--- src/rtl/cpu_pkg.sv ---
// cpu_pkg: shared widths, register-zero id, opcode encodings and ID/EX record types.
package cpu_pkg;
  localparam int OPC_W = 4;
  localparam int REG_W = 4;
  localparam int DATA_W = 16;
  localparam logic [REG_W-1:0] REG_ZERO = '0;
  typedef enum logic [OPC_W-1:0] {
    OP_ADD = 4'h0,
    OP_SUB = 4'h1,
    OP_AND = 4'h2,
    OP_OR  = 4'h3,
    OP_LW  = 4'h8,
    OP_SW  = 4'h9
  } opcode_e;
  typedef enum logic {RUN, BUBBLE} state_e;
  typedef struct packed {
    logic              valid;
    logic [OPC_W-1:0]  opcode;
    logic [REG_W-1:0]  src1;
    logic [REG_W-1:0]  src2;
    logic [REG_W-1:0]  dst;
    logic              reg_write;
    logic              mem_read;
    logic              mem_write;
    logic [DATA_W-1:0] a;
    logic [DATA_W-1:0] b;
    logic [DATA_W-1:0] imm;
  } ex_t;
endpackage

--- src/rtl/hazard_detect.sv ---
// hazard_detect: load-use hazard between the load held in EX and the instruction in ID.
module hazard_detect
  import cpu_pkg::*;
(
  input  logic             id_valid,
  input  logic [REG_W-1:0] id_src1,
  input  logic [REG_W-1:0] id_src2,
  input  logic             ex_valid,
  input  logic             ex_mem_read,
  input  logic             ex_reg_write,
  input  logic [REG_W-1:0] ex_dst,
  output logic             hazard
);
  assign hazard = id_valid && ex_valid && ex_mem_read && ex_reg_write && ex_dst != REG_ZERO &&
                  (ex_dst == id_src1 || ex_dst == id_src2);
endmodule

--- src/rtl/id_ex_stage.sv ---
// id_ex_stage: ID/EX pipeline register with load-use bubble, flush and saturating stall count.
// Define WB_BYPASS_EN to forward same-cycle writeback data into the captured operands.
module id_ex_stage
  import cpu_pkg::*;
(
  input  logic              clk,
  input  logic              rst_n,
  input  logic              id_valid,
  output logic              id_ready,
  input  logic [OPC_W-1:0]  id_opcode,
  input  logic [REG_W-1:0]  id_src1,
  input  logic [REG_W-1:0]  id_src2,
  input  logic [REG_W-1:0]  id_dst,
  input  logic              id_reg_write,
  input  logic              id_mem_read,
  input  logic              id_mem_write,
  input  logic [DATA_W-1:0] id_imm,
  input  logic [DATA_W-1:0] rf_data1,
  input  logic [DATA_W-1:0] rf_data2,
  input  logic              wb_write,
  input  logic [REG_W-1:0]  wb_dst,
  input  logic [DATA_W-1:0] wb_data,
  input  logic              flush,
  input  logic              ex_ready,
  output logic              ex_valid,
  output logic [OPC_W-1:0]  ex_opcode,
  output logic [REG_W-1:0]  ex_src1,
  output logic [REG_W-1:0]  ex_src2,
  output logic [REG_W-1:0]  ex_dst,
  output logic              ex_reg_write,
  output logic              ex_mem_read,
  output logic              ex_mem_write,
  output logic [DATA_W-1:0] ex_a,
  output logic [DATA_W-1:0] ex_b,
  output logic [DATA_W-1:0] ex_imm,
  output logic [7:0]        stall_cnt
);
  ex_t ex_q, ex_d, cap;
  state_e state_q, state_d;
  logic [7:0] stall_d;
  logic [DATA_W-1:0] op_a, op_b;
  logic advance, hazard;
  hazard_detect u_hazard (
    .id_valid    (id_valid),
    .id_src1     (id_src1),
    .id_src2     (id_src2),
    .ex_valid    (ex_q.valid),
    .ex_mem_read (ex_q.mem_read),
    .ex_reg_write(ex_q.reg_write),
    .ex_dst      (ex_q.dst),
    .hazard      (hazard)
  );
  assign advance = !ex_q.valid || ex_ready;
  assign id_ready = flush || (advance && !hazard);
`ifdef WB_BYPASS_EN
  assign op_a = id_src1 == REG_ZERO ? '0 : (wb_write && wb_dst == id_src1) ? wb_data : rf_data1;
  assign op_b = id_src2 == REG_ZERO ? '0 : (wb_write && wb_dst == id_src2) ? wb_data : rf_data2;
`else
  logic unused_wb;
  assign unused_wb = ^{wb_write, wb_dst, wb_data};
  assign op_a = id_src1 == REG_ZERO ? '0 : rf_data1;
  assign op_b = id_src2 == REG_ZERO ? '0 : rf_data2;
`endif
  assign cap = '{valid: id_valid, opcode: id_opcode, src1: id_src1, src2: id_src2, dst: id_dst,
                 reg_write: id_reg_write, mem_read: id_mem_read, mem_write: id_mem_write,
                 a: op_a, b: op_b, imm: id_imm};
  always_comb begin
    ex_d = ex_q;
    stall_d = stall_cnt;
    state_d = RUN;
    if (flush) ex_d = '0;
    else if (advance && hazard) begin
      ex_d = '0;
      stall_d = stall_cnt == 8'hFF ? stall_cnt : stall_cnt + 8'd1;
      state_d = state_q == RUN ? BUBBLE : RUN;
    end else if (advance) ex_d = cap;
  end
  always_ff @(posedge clk or negedge rst_n) begin
    if (!rst_n) begin
      ex_q <= '0;
      stall_cnt <= '0;
      state_q <= RUN;
    end else begin
      ex_q <= ex_d;
      stall_cnt <= stall_d;
      state_q <= state_d;
    end
  end
  assign ex_valid = ex_q.valid;
  assign ex_opcode = ex_q.opcode;
  assign ex_src1 = ex_q.src1;
  assign ex_src2 = ex_q.src2;
  assign ex_dst = ex_q.dst;
  assign ex_reg_write = ex_q.reg_write;
  assign ex_mem_read = ex_q.mem_read;
  assign ex_mem_write = ex_q.mem_write;
  assign ex_a = ex_q.a;
  assign ex_b = ex_q.b;
  assign ex_imm = ex_q.imm;
endmodule

--- config.mk ---
export PLATFORM = sky130hd
export DESIGN_NAME = id_ex_stage
export DESIGN_NICKNAME = d
export VERILOG_FILES = /design/src/rtl/cpu_pkg.sv /design/src/rtl/hazard_detect.sv /design/src/rtl/id_ex_stage.sv
export SDC_FILE = /design/constraint.sdc
export NUM_CORES = 1
export LEC_CHECK = 0
export ABC_AREA = 1
export BUFFER_PORTS_ARGS = -buffer_cell sky130_fd_sc_hd__buf_2
export CAP_MARGIN = 20
export CORE_UTILIZATION = 40
export DETAILED_ROUTE_END_ITERATION = 16
export PLACE_DENSITY_LB_ADDON = 0.3
export SLEW_MARGIN = 0
export SYNTH_ARGS = -nofsm -noshare
export SYNTH_HDL_FRONTEND = slang
export SYNTH_SLANG_ARGS = --single-unit
export TNS_END_PERCENT = 50
--- constraint.sdc ---
create_clock -name clk -period 1.69 [get_ports clk]
set_input_delay 0.2535 -clock clk [delete_from_list [all_inputs] [get_ports clk]]
set_output_delay 0.2535 -clock clk [all_outputs]
set_load 0.005 [all_outputs]
Word level (Yosys, flattened, before mapping) --
Index checks and enable logic that the tools add are counted.
Word-level totals: input port bits 93, register bits after elaboration 76, output and inout port bits 77, logic and storage cells 40
Operators by class: bitwise gates (word level) 2, mux-type cells 5, reductions and logical operators 17, equality and inequality tests 3, add/sub/neg operators 1
Operators with widths (count):
- two-way mux 68 bit | 3
- two-way mux 16 bit | 2
- adder 8 x 1 -> 8 bit, second input constant | 1
- == test 4 bit | 2
- == test 8 bit, second input constant | 1
- zero test 4 bit | 2
- logical AND 1 bit | 7
- nonzero test 4 bit | 1
- logical OR 1 bit | 3
- AND reduction 3 bit | 1
- nonzero test 3 bit | 1
- zero test 1 bit | 2
- NOT 1 bit | 2

Longest topological paths before layout --
depth in word-level cells 8, mapped depth 11, depth with buffers taken out 10

Modules after synthesis --
From an unflattened synthesis, not the netlist that was laid out.
Second synthesis, totals: cell total of the unflattened synthesis 411, area total of the unflattened synthesis 3744.8 sq um
Modules (own cells, without submodules):
- id_ex_stage | sequential area each 1901.8 sq um, area an instance 3554.7 sq um, cells an instance 365, instances 1
- hazard_detect | sequential area each 0.0 sq um, area an instance 190.2 sq um, cells an instance 46, instances 1

Worst setup path before layout --
OpenSTA, ideal clock, no wires.
kind register -> register, from register stall_cnt[0], to register stall_cnt[0], stages on the path, launching flop included 8, path buffers 0, period minus slack after synthesis 1459 ps, setup slack 231 ps, required time 1573 ps, data arrival time 1342 ps, setup time 117 ps, cell sequence dfrtp_1 > ha_1 > nand2_1 > inv_1 > a31oi_1 > nand4_1 > nand2_1 > nand2_1
Between the ends: longest elaborated chain between the ends 3, elaborated cells on any way between the ends 4, classes of those cells add/sub: 1; eq/ne: 1; bitwise: 1; reduce/logical: 1
Ends and longest elaborated chain:
- start, declared | line id_ex_stage.sv:36 | output logic [7:0] stall_cnt
- start signal, assigned | line id_ex_stage.sv:85 | stall_cnt <= stall_d;
- parallel branches: the longest is 3 deep, another holds adder 8 x 1 -> 8 bit
Several ways; the timed one is not identified. A chain may end at the register's enable or synchronous reset.

Final worst setup path --
from register ex_q, in the netlist ex_valid, to output port id_ready
Between the ends: longest elaborated chain between the ends 8, elaborated cells on any way between the ends 10, classes of those cells reduce/logical: 10
Ends and longest elaborated chain:
- start, declared | line id_ex_stage.sv:38 | ex_t ex_q, ex_d, cap;
- start signal, assigned | line id_ex_stage.sv:80 | ex_q <= '0;
- start signal, assigned | line id_ex_stage.sv:84 | ex_q <= ex_d;
- logical AND 1 bit (5 in a row) | line hazard_detect.sv:14 | assign hazard = id_valid && ex_valid && ex_mem_read && ex_reg_write && ex_dst != REG_ZERO &&
- zero test 1 bit | line id_ex_stage.sv:54 | assign id_ready = flush || (advance && !hazard);
- logical AND 1 bit * | line id_ex_stage.sv:54
- logical OR 1 bit * | line id_ex_stage.sv:54
- end, declared | line id_ex_stage.sv:9 | output logic id_ready,
Mark *: on every way between the ends. The rest lies on a longest branch, timed or not.

==> metrics.txt <==
power consumption 4.29 mW; Layout area overhead 34.3%; count leader, synth nand3_1; Reg clk slew, reported paths 0.09 ns; vias 3523; Total Routing Usage GR 20.8%; RR Startpoint ex_dst[0]; global route overflow 0; clock share of power 40.1%; Core Region 8680 um2; Crit. End Element output port; placed instance count 678; share of layout cells above drive strength 1 33.0%; WP data required 1.44 ns; Yosys reg bits 76; mapped cell area 3560 um2; switching power total 1.05 mW; max_cap viols 0; unrepaired setup endpoints after global routing yes; FFs w/ async S/R, synth 100%; final HPWL from detailed placement 6320 um; area post-placement 4450 um2; Avg Synthesized Cell Area 8.08 um2; final worst setup slack -0.0874 ns; CTS Buf Count 9; min cycle time layout 1.78 ns; Post-route DRC 0; register-to-register setup slack 0.10 ns; Routed Antenna Nets 0; Comb power frac 13.5%; register area share after synthesis 53.4%; status finished, violations left; count of cell types in the netlist 23; Ys Warns 0; failing checks setup timing; Max H-tree Level 3; fmax 563 MHz; Post-Layout Inst Area 4780 um2; clock skew 0.0153 ns; WL/cell 13.8 um; Root Driver clkbuf_8; # setup viols final 1; Worst Tran Pin Value 0.631 ns; VDD IR max 0.609 mV; min-delay src id_imm[14]; Commonest cells post-synth nand3_1 (131), nand2_1 (119), dfrtp_1 (76); non-filler cells, final 699; CTS tree built; clk sinks 76; internal power 3.24 mW; final wirelength 9660 um; port bufs 148; initial DRC count 230; Die ar. 9290 um2; WS Path Type reg -> out; Power Density 896 nW/um2; std cell rows 34; n_diodes 0; Post-Synthesis Cells 441; Post-synth EDFFs 0; Synth area leaders dfrtp_1 (53%), nand3_1 (18%), nand2_1 (13%), inv_1 (3.4%), nor2_1 (2.7%); Initial Util 41.0%; initial antenna violation count 0; Worst Path Arrival 1.52 ns; Synth Flop Type dfrtp_1; largest net degree at the start of global routing 66; switching share of total power 24.5%; Critical Path Source ex_valid; Hold Path Class in -> reg; Worst-Skew Late Latency 0.35 ns; Max Slew Vio Count 0; vias in the first global route 2977; Max-slew headroom 57.8%; final hold vios 0; register share of total power 46.3%; top cell type's share of synthesized area 53.4%; crit-path max FO 65; Mapped Nets 535; routability cong. 0.760; fin nets 680; TritonRoute pass-1 iters 4; io pins 170; Leakage 2.82 nW; die height 96.4 um; DR vias/cell 5.04; first-pass GRT wire length 14600 um; startpoint class of the critical path register; clock tree buffer depth 2; die width 96.4 um; top cell type by total area after synthesis dfrtp_1; Final period util 105%
worst max-delay path: stages, from the launching register on:
cell	delay [ns]
dfrtp_1	0.38
inv_1	0.08
nor2_4	0.14
buf_12	0.27
o21ai_1	0.11
buf_2	0.15
placed cells by master, fill, tap and decap left out, drive strengths merged:
cell | synthesis | final
o21ai | 7 | 7
dlygate4sd3 | 0 | 1
nor4 | 2 | 2
dfrtp | 76 | 76
bufinv | 0 | 3
xor2 | 5 | 5
nand2 | 119 | 119
nand3 | 132 | 132
a21oi | 1 | 1
ha | 1 | 1
buf | 8 | 161
nand4 | 3 | 3
clkinv | 0 | 1
nor2 | 27 | 27
a31oi | 1 | 1
clkbuf | 20 | 12
nor3 | 2 | 2
inv | 36 | 36
xnor2 | 1 | 1
logic make-up (layout without fill, tap and decap cells):
family | after synthesis | after routing | share of synthesized area [%]
buffers and inverters | 64 | 214 | 7.62
AND/OR/NAND/NOR | 285 | 285 | 35.9
adder cells (fa/ha/maj) | 1 | 1 | 0.351
XOR/XNOR | 6 | 6 | 1.48
AO/OA/AOI/OAI | 9 | 9 | 1.30
flip-flops | 76 | 76 | 53.4
through the flow:
stage / worst slack (ns) / setup TNS (ns) / hold slack [ns] / util [%]
2_1_floorplan: 0.231 / 0 / -0.0421 / -
3_3_place_gp: 0.0391 / 0 / 0.231 / 51.3
3_5_place_dp: 0.0102 / 0 / 0.242 / 51.3
4_1_cts: -0.125 / -0.125 / 0.0999 / 54.6
5_1_grt: -0.205 / -0.363 / 0.113 / 55.1
6_report: -0.0874 / -0.0874 / 0.122 / 55.1
final timing paths:
kind	cells after the start	to
setup reg to reg	10	ex_dst[3]
min in group asynchronous	2	ex_b[2]
hold / removal	3	ex_imm[14]
max in group asynchronous	3	ex_src2[2]
setup / recovery	5	id_ready
hold reg to reg	2	ex_imm[7]
flip-flops by register name (all words and copies together) (netlist names), 4 cells and up:
name and cells:
ex_dst 4, ex_b 16, ex_imm 16, ex_src1 4, ex_src2 4, ex_a 16
ex_opcode 4, stall_cnt 8
power groups by stage:
stage,Clock (mW),Sequential (mW),Combinational (mW)
2_1_floorplan,0,2.03,0.225
3_3_place_gp,0,2.02,0.554
3_5_place_dp,0,2.02,0.568
4_1_cts,1.77,1.99,0.580
5_1_grt,1.85,2.00,0.658
6_report,1.72,1.99,0.581
per-layer routing:
metal / part of all wire [%] / up-vias / GRT usage [%] / wire (um)
met5: 0 / - / 0 / 0
met4: 3.2 / 0 / 10.2 / 305
met3: 5.7 / 26 / 3.99 / 546
met2: 47 / 117 / 32.2 / 4530
met1: 44 / 1660 / 28.2 / 4270
li1: - / 1720 / - / -
cell type report:
class	instances	area, um2
Sequential cell	76	1900
Clock buffer	12	155
Fill cell	838	3890
Inverter	36	135
Clock inverter	4	95.1
Timing Repair Buffer	162	913
Multi-Input combinational cell	301	1450
Tap cell	108	135
what timing repair did:
action	in CTS	in global routing
hold buffers	1	0
gates resized for setup	6	7
setup endpoints to repair	6	14
pin swaps	2	7
endpoints found under the hold margin	33	0
buffers inserted	3	1
(Power assumes the default switching activity.)
